--- src/rtl/vending_pkg.sv ---
// Shared definitions for the vending controller: state encodings, coin values
// and the 4x4 goods price table.
package vending_pkg;

  typedef enum logic [5:0] {
    S_IDLE     = 6'b000001,
    S_SELECT   = 6'b000010,
    S_CONFIRM  = 6'b000100,
    S_PAY      = 6'b001000,
    S_DISPENSE = 6'b010000,
    S_CHANGE   = 6'b100000
  } state_e;

  localparam logic [7:0] COIN_1_VAL  = 8'd1;
  localparam logic [7:0] COIN_5_VAL  = 8'd5;
  localparam logic [7:0] COIN_10_VAL = 8'd10;
  localparam logic [7:0] MONEY_MAX   = 8'd99;

  // Row-major by (high, low), both 1..4; every entry is at most 30.
  localparam logic [4:0] PRICE_TBL [16] = '{
    5'd5,  5'd8,  5'd10, 5'd12,
    5'd10, 5'd12, 5'd15, 5'd18,
    5'd18, 5'd20, 5'd22, 5'd25,
    5'd25, 5'd27, 5'd28, 5'd30
  };

  // Digits 1..4 map to 0..3 by subtracting one in two bits (4 -> 3).
  function automatic logic [6:0] price_of(input logic [1:0] hi, input logic [1:0] lo,
                                          input logic [1:0] num);
    logic [3:0] idx;
    idx = {hi - 2'd1, lo - 2'd1};
    return {2'b00, PRICE_TBL[idx]} * {5'b00000, num};
  endfunction

endpackage

--- src/rtl/coin_acc.sv ---
// Coin accumulator: adds every coin pulse of a cycle while enabled and
// saturates the running total at MONEY_MAX.
module coin_acc
  import vending_pkg::*;
(
  input  logic       sys_clk,
  input  logic       sys_rst,
  input  logic       en,
  input  logic       clr,
  input  logic       coin_1,
  input  logic       coin_5,
  input  logic       coin_10,
  output logic [7:0] money,
  output logic [7:0] money_nxt
);

  logic [7:0] money_q, money_d, sum, raw;

  always_comb begin
    sum = (coin_1 ? COIN_1_VAL : 8'd0) + (coin_5 ? COIN_5_VAL : 8'd0)
        + (coin_10 ? COIN_10_VAL : 8'd0);
    raw = money_q + sum;
    money_nxt = money_q;
    if (en) money_nxt = (raw > MONEY_MAX) ? MONEY_MAX : raw;
    money_d = clr ? 8'd0 : money_nxt;
  end

  always_ff @(posedge sys_clk or posedge sys_rst) begin
    if (sys_rst) money_q <= 8'd0;
    else         money_q <= money_d;
  end

  assign money = money_q;

endmodule

--- src/rtl/vending_ctrl.sv ---
// Vending machine controller: goods selection, payment, dispense and change.
// Define VENDING_TIMEOUT_EN to add an inactivity timeout in SELECT/CONFIRM/PAY.
module vending_ctrl
  import vending_pkg::*;
#(
  parameter int unsigned CLK_FREQ       = 100_000_000,
  parameter int unsigned DISP_CYCLES    = 200_000_000,
  parameter int unsigned HOLD_CYCLES    = 300_000_000,
  parameter int unsigned TIMEOUT_CYCLES = 32'd3_000_000_000
) (
  input  logic       sys_clk,
  input  logic       sys_rst,
  input  logic       btn_start,
  input  logic       btn_confirm,
  input  logic       btn_cancel,
  input  logic       btn_num,
  input  logic       key_valid,
  input  logic [2:0] key_code,
  input  logic       coin_1,
  input  logic       coin_5,
  input  logic       coin_10,
  output logic [5:0] state,
  output logic [6:0] need_money,
  output logic [7:0] input_money,
  output logic [7:0] change_money,
  output logic [2:0] in_goods_high,
  output logic [2:0] in_goods_low,
  output logic [1:0] in_goods_num,
  output logic       dispense
);

  state_e      state_q, state_d;
  logic [6:0]  need_q, need_d;
  logic [7:0]  chg_q, chg_d;
  logic [2:0]  hi_q, hi_d, lo_q, lo_d;
  logic [1:0]  num_q, num_d;
  logic        disp_q, disp_d;
  logic [31:0] cnt_q, cnt_d;
  logic        acc_en, acc_clr, to_idle, goods_ok, tmo_hit;
  logic [7:0]  acc_money, acc_nxt;

  // CLK_FREQ is informational only; the dwell limits are given in cycles.
  logic unused_cfg;
  assign unused_cfg = ^{CLK_FREQ, TIMEOUT_CYCLES};

`ifdef VENDING_TIMEOUT_EN
  logic [31:0] tmo_q, tmo_d;
  logic        tmo_run, any_pulse;

  always_comb begin
    any_pulse = btn_start | btn_confirm | btn_cancel | btn_num | key_valid
              | coin_1 | coin_5 | coin_10;
    tmo_run = (state_q == S_SELECT) | (state_q == S_CONFIRM) | (state_q == S_PAY);
    tmo_hit = tmo_run & ~any_pulse & (tmo_q == TIMEOUT_CYCLES - 32'd1);
    tmo_d   = (tmo_run & ~any_pulse & ~tmo_hit) ? tmo_q + 32'd1 : 32'd0;
  end

  always_ff @(posedge sys_clk or posedge sys_rst) begin
    if (sys_rst) tmo_q <= 32'd0;
    else         tmo_q <= tmo_d;
  end
`else
  assign tmo_hit = 1'b0;
`endif

  coin_acc u_coin_acc (
    .sys_clk  (sys_clk),
    .sys_rst  (sys_rst),
    .en       (acc_en),
    .clr      (acc_clr),
    .coin_1   (coin_1),
    .coin_5   (coin_5),
    .coin_10  (coin_10),
    .money    (acc_money),
    .money_nxt(acc_nxt)
  );

  assign goods_ok = (hi_q >= 3'd1) && (hi_q <= 3'd4) && (lo_q >= 3'd1) && (lo_q <= 3'd4);

  always_comb begin
    state_d = state_q;
    need_d  = need_q;
    chg_d   = chg_q;
    hi_d    = hi_q;
    lo_d    = lo_q;
    num_d   = num_q;
    disp_d  = 1'b0;
    cnt_d   = cnt_q;
    acc_en  = 1'b0;
    acc_clr = 1'b0;
    to_idle = 1'b0;
    case (state_q)
      S_IDLE: if (btn_start) state_d = S_SELECT;
      S_SELECT: begin
        if (btn_cancel) to_idle = 1'b1;
        else begin
          if (key_valid) begin
            hi_d = lo_q;
            lo_d = key_code;
          end
          if (btn_num) num_d = (num_q == 2'd3) ? 2'd1 : num_q + 2'd1;
          if (btn_confirm && goods_ok) state_d = S_CONFIRM;
          else if (tmo_hit)            to_idle = 1'b1;
        end
      end
      S_CONFIRM: begin
        need_d = price_of(hi_q[1:0], lo_q[1:0], num_q);
        if (btn_cancel)       to_idle = 1'b1;
        else if (btn_confirm) state_d = S_PAY;
        else if (tmo_hit)     to_idle = 1'b1;
      end
      S_PAY: begin
        acc_en = 1'b1;
        // Coins landing in the exit cycle still count toward change/refund.
        if (acc_money >= {1'b0, need_q}) begin
          state_d = S_DISPENSE;
          chg_d   = acc_nxt - {1'b0, need_q};
          disp_d  = 1'b1;
          cnt_d   = 32'd0;
        end else if (btn_cancel || tmo_hit) begin
          state_d = S_CHANGE;
          chg_d   = acc_nxt;
          cnt_d   = 32'd0;
        end
      end
      S_DISPENSE: begin
        if (cnt_q >= DISP_CYCLES - 32'd1) begin
          state_d = S_CHANGE;
          cnt_d   = 32'd0;
        end else cnt_d = cnt_q + 32'd1;
      end
      S_CHANGE: begin
        if (cnt_q >= HOLD_CYCLES - 32'd1) begin
          to_idle = 1'b1;
          cnt_d   = 32'd0;
        end else cnt_d = cnt_q + 32'd1;
      end
      default: to_idle = 1'b1;
    endcase
    // Every return to IDLE starts the next customer from the reset picture.
    if (to_idle) begin
      state_d = S_IDLE;
      need_d  = 7'd0;
      chg_d   = 8'd0;
      hi_d    = 3'd0;
      lo_d    = 3'd0;
      num_d   = 2'd1;
      acc_clr = 1'b1;
    end
  end

  always_ff @(posedge sys_clk or posedge sys_rst) begin
    if (sys_rst) begin
      state_q <= S_IDLE;
      need_q  <= 7'd0;
      chg_q   <= 8'd0;
      hi_q    <= 3'd0;
      lo_q    <= 3'd0;
      num_q   <= 2'd1;
      disp_q  <= 1'b0;
      cnt_q   <= 32'd0;
    end else begin
      state_q <= state_d;
      need_q  <= need_d;
      chg_q   <= chg_d;
      hi_q    <= hi_d;
      lo_q    <= lo_d;
      num_q   <= num_d;
      disp_q  <= disp_d;
      cnt_q   <= cnt_d;
    end
  end

  assign state         = state_q;
  assign need_money    = need_q;
  assign input_money   = acc_money;
  assign change_money  = chg_q;
  assign in_goods_high = hi_q;
  assign in_goods_low  = lo_q;
  assign in_goods_num  = num_q;
  assign dispense      = disp_q;

endmodule
--- config.mk ---
export PLATFORM = sky130hd
export DESIGN_NAME = vending_ctrl
export DESIGN_NICKNAME = d
export VERILOG_FILES = /design/src/rtl/vending_pkg.sv /design/src/rtl/coin_acc.sv /design/src/rtl/vending_ctrl.sv
export SDC_FILE = /design/constraint.sdc
export NUM_CORES = 1
export LEC_CHECK = 0
export ABC_AREA = 0
export CORE_MARGIN = 4
export CORE_UTILIZATION = 58
export DETAILED_ROUTE_END_ITERATION = 6
export GPL_TIMING_DRIVEN = 1
export PLACE_DENSITY = 0.81
export SETUP_SLACK_MARGIN = 0.2
export SYNTH_ARGS = -nofsm -noshare
export SYNTH_HDL_FRONTEND = slang
export SYNTH_SLANG_ARGS = --single-unit
--- constraint.sdc ---
create_clock -name sys_clk -period 5.3 [get_ports sys_clk]
set_clock_uncertainty 0.1 [all_clocks]
set_input_delay 1.59 -clock sys_clk [delete_from_list [all_inputs] [get_ports sys_clk]]
set_output_delay 1.59 -clock sys_clk [all_outputs]
set_load 0.02 [all_outputs]
* Yosys cells after proc, flatten, opt, wreduce, memory -nomap -nowiden
Memory sizes are Yosys's and may differ from the RTL's.
Index checks and enable logic that the tools add are counted.
Widths: inputs -> output; s select.
** Operators by class
- Add/subtract/negate cells :: 8
- $mul :: 1
- Divide/modulo/power cells :: 0
- Order comparisons :: 9
- Equal/unequal tests :: 16
- Shift operators :: 0
- Mux-type cells :: 49
- Bitwise gates (word level) :: 1
- Reductions and logical operators :: 19
** Operator list (number)
- $mux 32 :: 4
- $pmux 32 s3 :: 1
- $mux 8 :: 7
- $mux 6 :: 9
- $add 32x1->32 const B :: 1
- $ge 32x28->1 const B :: 1
- $ge 32x29->1 const B :: 1
- $pmux 6 s5 :: 1
- $mux 3 :: 9
- $add 8x8->8 :: 3
- $ne 3x3->1 const B :: 7
- $mux 7 :: 2
- $mux 2 :: 5
- $mux 5 :: 2
- $reduce_bool 2->1 :: 5
- $ge 8x7->1 :: 1
- $gt 8x7->1 const B :: 1
- $reduce_and 8->1 :: 1
- $sub 8x7->8 :: 1
- $mul 5x2->7 :: 1
- $mux 1 :: 7
- $eq 6x1->1 const B :: 1
- $eq 6x2->1 const B :: 1
- $eq 6x3->1 const B :: 1
- other kinds (21) :: 30
** Word-level totals
- Register bits after elaboration :: 70
- Bits in latches :: 0
- Bits in writable memories :: 0
- Memory bits (read-only) :: 80
- Input port bits :: 13
- Word-level logic and storage cells :: 113
- Memories :: 1
** Memory list
- (name not given) :: words 16, bits a word 5, read ports 1, clocked after Yosys merged registers in 0, wr ports 0, line vending_pkg.sv:32 : return {2'b00, PRICE_TBL[idx]} * {5'b00000, num};

* Longest topological paths before layout
Gate-level depths: netlist (run 1).
- Depth after elaboration :: 11
- Gate-level depth with buffers :: 18
- Depth with buffers taken out :: 18

* Modules after synthesis
A second synthesis (run 1) with hierarchy kept.
** Second synthesis, totals
- Cell total of the unflattened synthesis :: 614
- Area, all modules :: 5325.1 um2
** Modules (own cells, without submodules)
- vending_ctrl :: instances 1, cells each 517, area an instance 4430.5 um2
- coin_acc :: instances 1, cells each 97, area an instance 894.6 um2

* Least setup slack after synthesis (run 1)
No wires, ideal clock.
- Path type :: in2reg
- Start point :: input coin_1
- End point :: register chg_q[6] (netlist: change_money[6])
- Library setup time :: 0.126 ns
- Data arrival time :: 4.931 ns
- Path slack :: 0.143 ns
- Cell stages on the path :: 17
- Path buffers :: 0
- Cell sequence :: inv_1 > fa_1 > inv_1 > fa_1 > a21o_1 > nor3b_1 > nor4b_1 > o21ba_2 > a211oi_1 > or2_2 > fa_1 > nor2b_1 > o21ai_0 > a21oi_1 > mux2i_1 > nand3_1 > a221o_1
** Between the ends
- Cells in the longest elaborated chain, start to end :: 11
- Elaborated cells on any way between the ends :: 12
- Those cells by class :: add/sub (4); order compare (1); mux (7)
** Ends and longest elaborated chain
- start, declared :: line vending_ctrl.sv:19 : input logic coin_1,
- $mux 1 (*) :: line coin_acc.sv:20 : sum = (coin_1 ? COIN_1_VAL : 8'd0) + (coin_5 ? COIN_5_VAL : 8'd0)
- $add 8x8->8 (*) :: line coin_acc.sv:20
- $add 8x8->8 (*) :: line coin_acc.sv:21 : + (coin_10 ? COIN_10_VAL : 8'd0);
- $add 8x8->8 (*) :: line coin_acc.sv:22 : raw = money_q + sum;
- $gt 8x7->1 :: line coin_acc.sv:24 : if (en) money_nxt = (raw > MONEY_MAX) ? MONEY_MAX : raw;
- $mux 8 (*) (2 in a row) :: line coin_acc.sv:24
- $sub 8x7->8 / $mux 8 (equally long branches) :: line vending_ctrl.sv:117, vending_ctrl.sv:120
- $mux 8 (*) :: line vending_ctrl.sv:115 : if (acc_money >= {1'b0, need_q}) begin
- $mux 8 (*) :: line vending_ctrl.sv:92 : case (state_q)
- $mux 8 (*) :: line vending_ctrl.sv:141 : if (to_idle) begin
- end signal, assigned :: line vending_ctrl.sv:165 : chg_q <= chg_d;
- end, declared :: line vending_ctrl.sv:34 : logic [7:0] chg_q, chg_d;
Mark *: on every way between the ends. The rest lies on a longest branch, timed or not. The select of a mux whose other input is x is not followed.
A chain may end at the register's enable or synchronous reset.

* Final worst setup path (run 1)
- Start point :: input coin_1
- End point :: register chg_q[7] (netlist: change_money[7])
The elaborated chain is that of the path after synthesis.

==> parameters.txt, run 1 <==
Parameter                              Value

Setup path
  Worst setup SP type ... input port
  Setup crit end kind ... flop
  Crit-path max FO ... 3
  Startpoint of the worst register-to-register path ... u_coin_acc.money[0]
  Critical path data arrival time ... around 5.1 ns
  Required arrival time at the worst endpoint ... between 5 and 6 ns
  Worst setup path startpoint ... coin_1
  Critical path class ... input port to flop

Final layout
  NumNets Final ... between 700 and 800
  Layout Area Growth over Synthesis ... 20.02%
  Share of cells above drive strength 1 ... 11.95%
  Fin cells ... ~770
  Number of diodes ... 0
  Filler Cells Inserted ... approximately 640

STA
  Max_slew headroom ... between 10% and 20%
  Minimum clock period after layout ... between 4 and 5 ns
  Unrepaired setup endpoints after global routing ... false
  Highest attainable clock frequency ... approximately 0.2 GHz
  Period utilisation layout ... between 90 and 100%
  Count of final max-slew check failures ... 0
  Transition time of the tightest slew-check pin ... between 1 and 1.5 ns
  Sum of negative setup slack ... 0 ns
  Final count of negative-setup-slack endpoints ... 0
  Fin worst setup slack ... 0.3818 ns
  Hold violation total from the final report ... 0

Synthesis
  Ys async rst share ... 100.0%
  Number of storage elements in the synthesis netlist ... 70
  Leading cell types by count after synthesis ... dfrtp_1 (68), nand2_1 (58), nor2_1 (49)
  Area share of the largest cell type after synthesis ... about a third
  Dominant cell by count in the synthesized netlist ... dfrtp_1
  Primary FF master, synth ... dfrtp_1
  Post-synthesis cell count ... about 600
  Proportion of synthesized chip area in sequential cells ... between 30% and 40%
  Cell type contributing the most total cell area after synthesis ... dfrtp_1
  Syn Area/Cell ... about 8.4 um^2
  Post-Synthesis Net Count ... 650
  Syn. warnings ... 0
  Number of distinct library cells after synthesis ... 67
  Synthesized cell area ... just over 5000 um^2
  Number of flops mapped to enable cells by yosys ... 0
  Synth area leaders ... dfrtp_1 (34%), ha_1 (7.4%), a21oi_1 (4.5%)

Outcome
  Result of the run ... complete, no violations

Global route
  GRT Residual Overflow ... 0
  Via count of the first global-routing pass ... 4340
  Wire length of the first global-routing pass ... 21160 um
  Tot GR Track Use ... 25.88%
  Largest net degree at the start of global routing ... 39
  Number of antenna violations at the first check in global routing ... 0

Placement
  Dpl hpwl ... between 9000 and 10000 um
  Placement Setup Slack ... -0.3729 ns
  Gpl congestion ... around 0.92
  Total placed cells including tap cells ... between 700 and 800
  PortBufs ... 50

Detailed routing
  Detailed-route wire length per cell ... 17.44 um
  Antenna-violating nets left ... 0
  Via count ... ~4.8k
  Starting DRC count in detailed routing ... about 330
  Drt first pass iters ... 5
  Via count normalized by instance count ... around 6.3
  Remaining DRCs ... 0
  Total wirelength of the detailed-routed design ... between 10000 and 15000 um

Floorplan
  Number of top-level pins ... around 50
  Rows ... 33
  Effective utilization at floorplan ... 60.55%
  Y dimension of the die ... about 100 um
  Die Footprint ... between 10000 and 15000 um^2
  Die outline width ... 101.3 um
  Area of the placeable core ... approximately 8300 um^2

Clocking
  H-tree level count ... 3
  Max Buffers Root-to-Sink ... 2
  Worst-Skew Late Latency ... around 0.35 ns
  Clock transition at the registers of the reported paths ... ~0.080 ns
  CTS buffer count ... 9
  Hold buffers post-CTS ... 0
  Clock root buffer master ... clkbuf_8
  CTS sink count ... 70
  CTS tree ... yes

Worst hold path
  Worst min-delay path class ... flop to flop
  Startpoint of the worst hold path ... cnt_q[0]

Power
  Ratio of total power to cell area ... approximately 260 nW/um^2
  Worst supply voltage drop on vdd ... between 200 and 300 uV
  Reported leakage power ... 2.618 nW

Flow run
  Max-Cap Viols ... 0
power by group:
part,internal (W),switching [W]
clock network,0.000267,0.000221
logic,0.000183,0.000300
registers,0.000572,0.0000625
logic make-up after synthesis:
| kind of cell | after synthesis | synth area share, % |
|---|---|---|
| flops | 70 | 34.74 |
| buf+inv | 68 | 5.277 |
| mux | 3 | 0.8424 |
| simple gates | 245 | 25.17 |
| compound gates | 171 | 22.87 |
| fa+ha+maj | 34 | 9.019 |
| xor+xnor | 12 | 2.081 |
per-stage QoR:
step | total power, W | area, um^2 | util, % | hold slack (ns)
after floorplan | 0.0009712 | 5064 | - | 0.3635
after global placement | 0.001090 | 5710 | 68.47 | 0.3810
after detailed placement | 0.001111 | 5710 | 68.47 | 0.3981
after CTS | 0.001604 | 5983 | 71.74 | 0.4094
after global routing | 0.001686 | 6061 | 72.67 | 0.4300
final | 0.001605 | 6061 | 72.67 | 0.4036
state kept, by name (all words and copies together) (netlist names):
name              count
change_money          8
cnt_q                32
dispense              1
in_goods_high         3
in_goods_low          3
in_goods_num          2
need_money            7
state                 6
u_coin_acc.money      8
worst max-delay path, cell delays in order:
cell            delay [ns]
dlymetal6s2s_1        0.10
inv_2                 0.05
fa_2                  0.39
inv_2                 0.07
fa_2                  0.21
buf_6                 0.11
nand2_1               0.06
a21o_1                0.18
a211oi_2              0.26
nand3_2               0.15
a211oi_2              0.28
buf_4                 0.18
nor2_1                0.05
ha_1                  0.29
nor2b_4               0.13
o31a_1                0.31
o21a_1                0.22
o21a_1                0.21
o21ai_1               0.15
a32o_1                0.13
cell type report:
type	count	area [um^2]	share of cell area, %
Timing Repair Buffer	73	676.9	11.17
Clock buffer	9	123.9	2.044
Sequential cell	70	1754	28.94
Multi-Input combinational cell	465	3139	51.80
Inverter	37	138.9	2.291
Tap cell	105	131.4	2.168
Clock inverter	7	96.34	1.590
path summary, 6_finish.rpt:
check,to,slack [ns],cells after the start
worst max-delay path,change_money[7],0.38,20
worst min-delay path,cnt_q[0],0.40,1
worst max register to register,change_money[7],1.28,19
worst min register to register,cnt_q[0],0.40,1
max in group asynchronous,state[0],2.51,3
min in group asynchronous,u_coin_acc.money[7],1.60,2
what timing repair did:
item | CTS | global route
resized for setup | 14 | 18
setup endpoints to repair | 3 | 3
pin swaps | 8 | 14
gates cloned | 0 | 0
buffers inserted | 2 | 2
per-layer routing:
metal	GRT usage (%)	routed length [um]	vias to the layer above	part of all wire, %
met4	7.566	223	0	1.7
li1	-	-	2313	-
met3	4.063	842	20	6.3
met1	37.35	5973	2345	45
met2	40.44	6319	152	47
met5	0	0	-	0
cell usage in the layout (no fill, tap or decap), types with 10 or more instances in the layout:
cell type         n
a21o_1           11
a21oi_1          43
a31oi_1          10
buf_4            22
clkdlybuf4s50_1  47
dfrtp_1          68
ha_1             27
inv_1            33
nand2_1          58
nand3_1          27
nand4_1          15
nor2_1           48
nor3_1           20
nor4_1           10
o211ai_1         10
o21ai_0          27
(Power assumes the default switching activity.)
==> run 2: changes to the inputs <==
--- a/config.mk
+++ b/config.mk
@@ -12,6 +12,7 @@
 export GPL_TIMING_DRIVEN = 1
 export PLACE_DENSITY = 0.81
 export SETUP_SLACK_MARGIN = 0.2
+export SKIP_CTS_REPAIR_TIMING = 1
 export SYNTH_ARGS = -nofsm -noshare
 export SYNTH_HDL_FRONTEND = slang
 export SYNTH_SLANG_ARGS = --single-unit
==> run 2 against run 1 <==
- power barely moved
- sequential cell count did not move
- global-route usage fell by 0.22 points
- routed wire length fell by 0.49%
- non-clock buffer count fell by 2
- first-iteration DRC count rose by 7.8%
==> parameters.txt, run 2 (same netlist as run 1, synthesis figures left out) <==
Parameter                              Value

Detailed routing
  Remaining DRCs ... 0 (unchanged)
  Met1 layer wirelength in the final routing ... 5923 um (-0.84%)
  Total wirelength of the detailed-routed design ... 13290 um (-0.49%)
  Amount of wire on met2 after detailed routing ... 6289 um (-0.47%)
  Via count ... 4839 (+0.19%)
  Detailed-route wire length per cell ... 17.40 um (-0.23%)
  Antenna-violating nets left ... 0 (unchanged)
  Drt first pass iters ... 5 (unchanged)
  Via count normalized by instance count ... 6.334 (+0.45%)
  Starting DRC count in detailed routing ... 358 (+7.8%)
  Top Layer Used ... met4
  Wire length on met3 ... 901 um (+7.0%)

STA
  Period utilisation layout ... 94.35% (+1.6 points)
  Hold violation total from the final report ... 0 (unchanged)
  Count of final max-slew check failures ... 0 (unchanged)
  Max_slew headroom ... 12.28% (-0.32 points)
  Transition time of the tightest slew-check pin ... 1.311 ns (+0.004813 ns)
  Unrepaired setup endpoints after global routing ... false
  Minimum clock period after layout ... 5.001 ns (+0.08252 ns)
  Highest attainable clock frequency ... 0.2000 GHz (-1.7%)
  Final count of negative-setup-slack endpoints ... 0 (unchanged)

Final layout
  Register with the most flip-flops ... cnt_q
  Commonest cells after routing, fill and taps aside ... dfrtp_1 (68), nand2_1 (58), nor2_1 (49)
  Share of cells above drive strength 1 ... 11.23% (-0.72 points)
  Number of diodes ... 0 (unchanged)
  Fin cells ... 764 (-0.26%)
  Most common cell after layout, fill and taps aside ... dfrtp_1
  NumNets Final ... 701 (-0.28%)
  Layout Area Growth over Synthesis ... 19.20%
  Max reg flops ... 32 (unchanged)
  Final cell utilization of the core ... 72.17% (-0.50 points)

Setup path
  Required arrival time at the worst endpoint ... 5.43 ns (-0.06 ns)
  Internal reg-to-reg setup slack ... 1.27 ns (about the same)
  Worst R2R Path Depth ... 19 (unchanged)
  Critical path class ... input port to flop
  Crit path cell chain ... clkdlybuf4s50_1 > ha_1 > o21a_1 > o32a_1 > o31ai_1 > o21ba_2 > buf_4 > buf_4 > a211o_1 > nand2_1 > ha_1 > nor2b_4 > o21ai_2 > a21oi_2 > mux2i_1 > nand3_1 > a221o_1
  Crit-path max FO ... 5 (+2)
  Critical path's slowest cell ... clkdlybuf4s50_1
  Startpoint of the worst register-to-register path ... u_coin_acc.money[0]
  Setup crit end kind ... flop
  Count of buffer and inverter cells on the critical path ... 3 (-2)
  Largest stage delay on the critical path ... 0.49 ns (+0.10 ns)
  R2r endpoint ... change_money[6]
  Family of cells with the greatest summed delay on the critical path ... compound AO/OA/AOI/OAI gates
  Worst setup SP type ... input port
  Worst setup path startpoint ... coin_10
  Critical path data arrival time ... 5.14 ns (+0.03 ns)

Global route
  GRT Residual Overflow ... 0 (unchanged)
  Wire length of the first global-routing pass ... 20980 um (-0.82%)
  Number of antenna violations at the first check in global routing ... 0 (unchanged)
  Largest net degree at the start of global routing ... 39 (unchanged)
  Tot GR Track Use ... 25.66% (-0.22 points)
  Via count of the first global-routing pass ... 4289 (-1.2%)

Clocking
  Clock root buffer master ... clkbuf_8
  CTS tree ... yes
  CTS sink count ... 70 (unchanged)
  Clock transition at the registers of the reported paths ... 0.08 ns (about the same)
  Max Buffers Root-to-Sink ... 2 (unchanged)
  CTS buffer count ... 9 (unchanged)
  Worst-Skew Late Latency ... 0.35 ns (about the same)
  H-tree level count ... 3 (unchanged)

Placement
  Total placed cells including tap cells ... 746 (unchanged)
  Gpl congestion ... 0.9170 (unchanged)
  Dpl hpwl ... 9542 um (unchanged)
  PortBufs ... 50 (unchanged)

Power
  Ratio of total power to cell area ... 266.4 nW/um^2 (+0.64%)
  Reported leakage power ... 2.591 nW (-1.0%)
  Worst supply voltage drop on vdd ... 275.8 uV (+0.99%)

Floorplan
  Die Footprint ... 10260 um^2 (unchanged)
  Die outline width ... 101.3 um (unchanged)
  Number of top-level pins ... 51 (unchanged)
  Y dimension of the die ... 101.3 um (unchanged)
  Effective utilization at floorplan ... 60.55% (unchanged)
  Area of the placeable core ... 8341 um^2 (unchanged)
  Rows ... 33 (unchanged)

Worst hold path
  Startpoint of the worst hold path ... cnt_q[0]
  Min-Delay Endpoint ... cnt_q[0]
  Hold Path Cell Cnt ... 1 (unchanged)
  Worst min-delay path class ... flop to flop

Outcome
  Result of the run ... complete, no violations

Flow run
  Max-Cap Viols ... 0 (unchanged)
run 2: cell count changes in the layout (fill, tap and decap cells not counted), sizes merged:
cell | previous run | this run
buf | 23 | 21
clkbuf | 10 | 9
clkdlybuf4s50 | 47 | 48
run 2: worst max path at each step:
stage,endpoint,slack (ns),depth (start not counted)
5_1_grt,change_money[6],0.12,16
3_5_place_dp,change_money[6],-0.37,18
4_1_cts,change_money[6],0.005,18
2_1_floorplan,change_money[6],0.25,17
3_3_place_gp,change_money[6],-0.24,18
6_report,change_money[6],0.30,17
run 2: metrics by stage:
stage,TNS (ns),cell area [um^2],hold slack [ns],power (W),worst slack [ns]
after floorplan,0,5064,0.3635,0.0009712,0.2489
after global placement,-0.5816,5710,0.3810,0.001090,-0.2400
after detailed placement,-1.049,5710,0.3981,0.001111,-0.3729
after CTS,0,5931,0.4094,0.001601,0.004765
after global routing,0,6020,0.4300,0.001682,0.1155
final,0,6020,0.4033,0.001604,0.2993
run 2: worst reg2reg max path, cell delays in order, from the launching register on:
cell	delay, ns
dfrtp_1	0.38
inv_1	0.16
fa_2	0.25
inv_2	0.04
fa_2	0.37
a21o_1	0.20
nor3b_4	0.16
nor4b_2	0.15
o21ba_2	0.24
buf_4	0.14
buf_4	0.14
a211o_1	0.26
nand2_1	0.08
ha_1	0.26
nor2b_4	0.15
o21ai_2	0.18
a21oi_2	0.09
mux2i_1	0.15
nand3_1	0.09
a221o_1	0.31
run 2: report_power, final:
group          internal (W)  switching [W]
logic              0.000181       0.000300
registers          0.000572      0.0000628
clock network      0.000267       0.000222
run 2: area by class of cell:
cell class                 instances  area [um^2]
sequential                        70         1754
clock buffer                       9        123.9
fill                             654         2321
tap                              105        131.4
multi-input combinational        465         3112
timing repair buffer              71        663.1
clock inverter                     7        96.34
inverter                          37        138.9
run 2: per-layer routing:
layer  global-route usage (%)  vias up
met4                    7.362        0
li1                         -     2309
met5                        0        -
met3                    3.444       15
met1                    37.57     2330
met2                    39.99      185
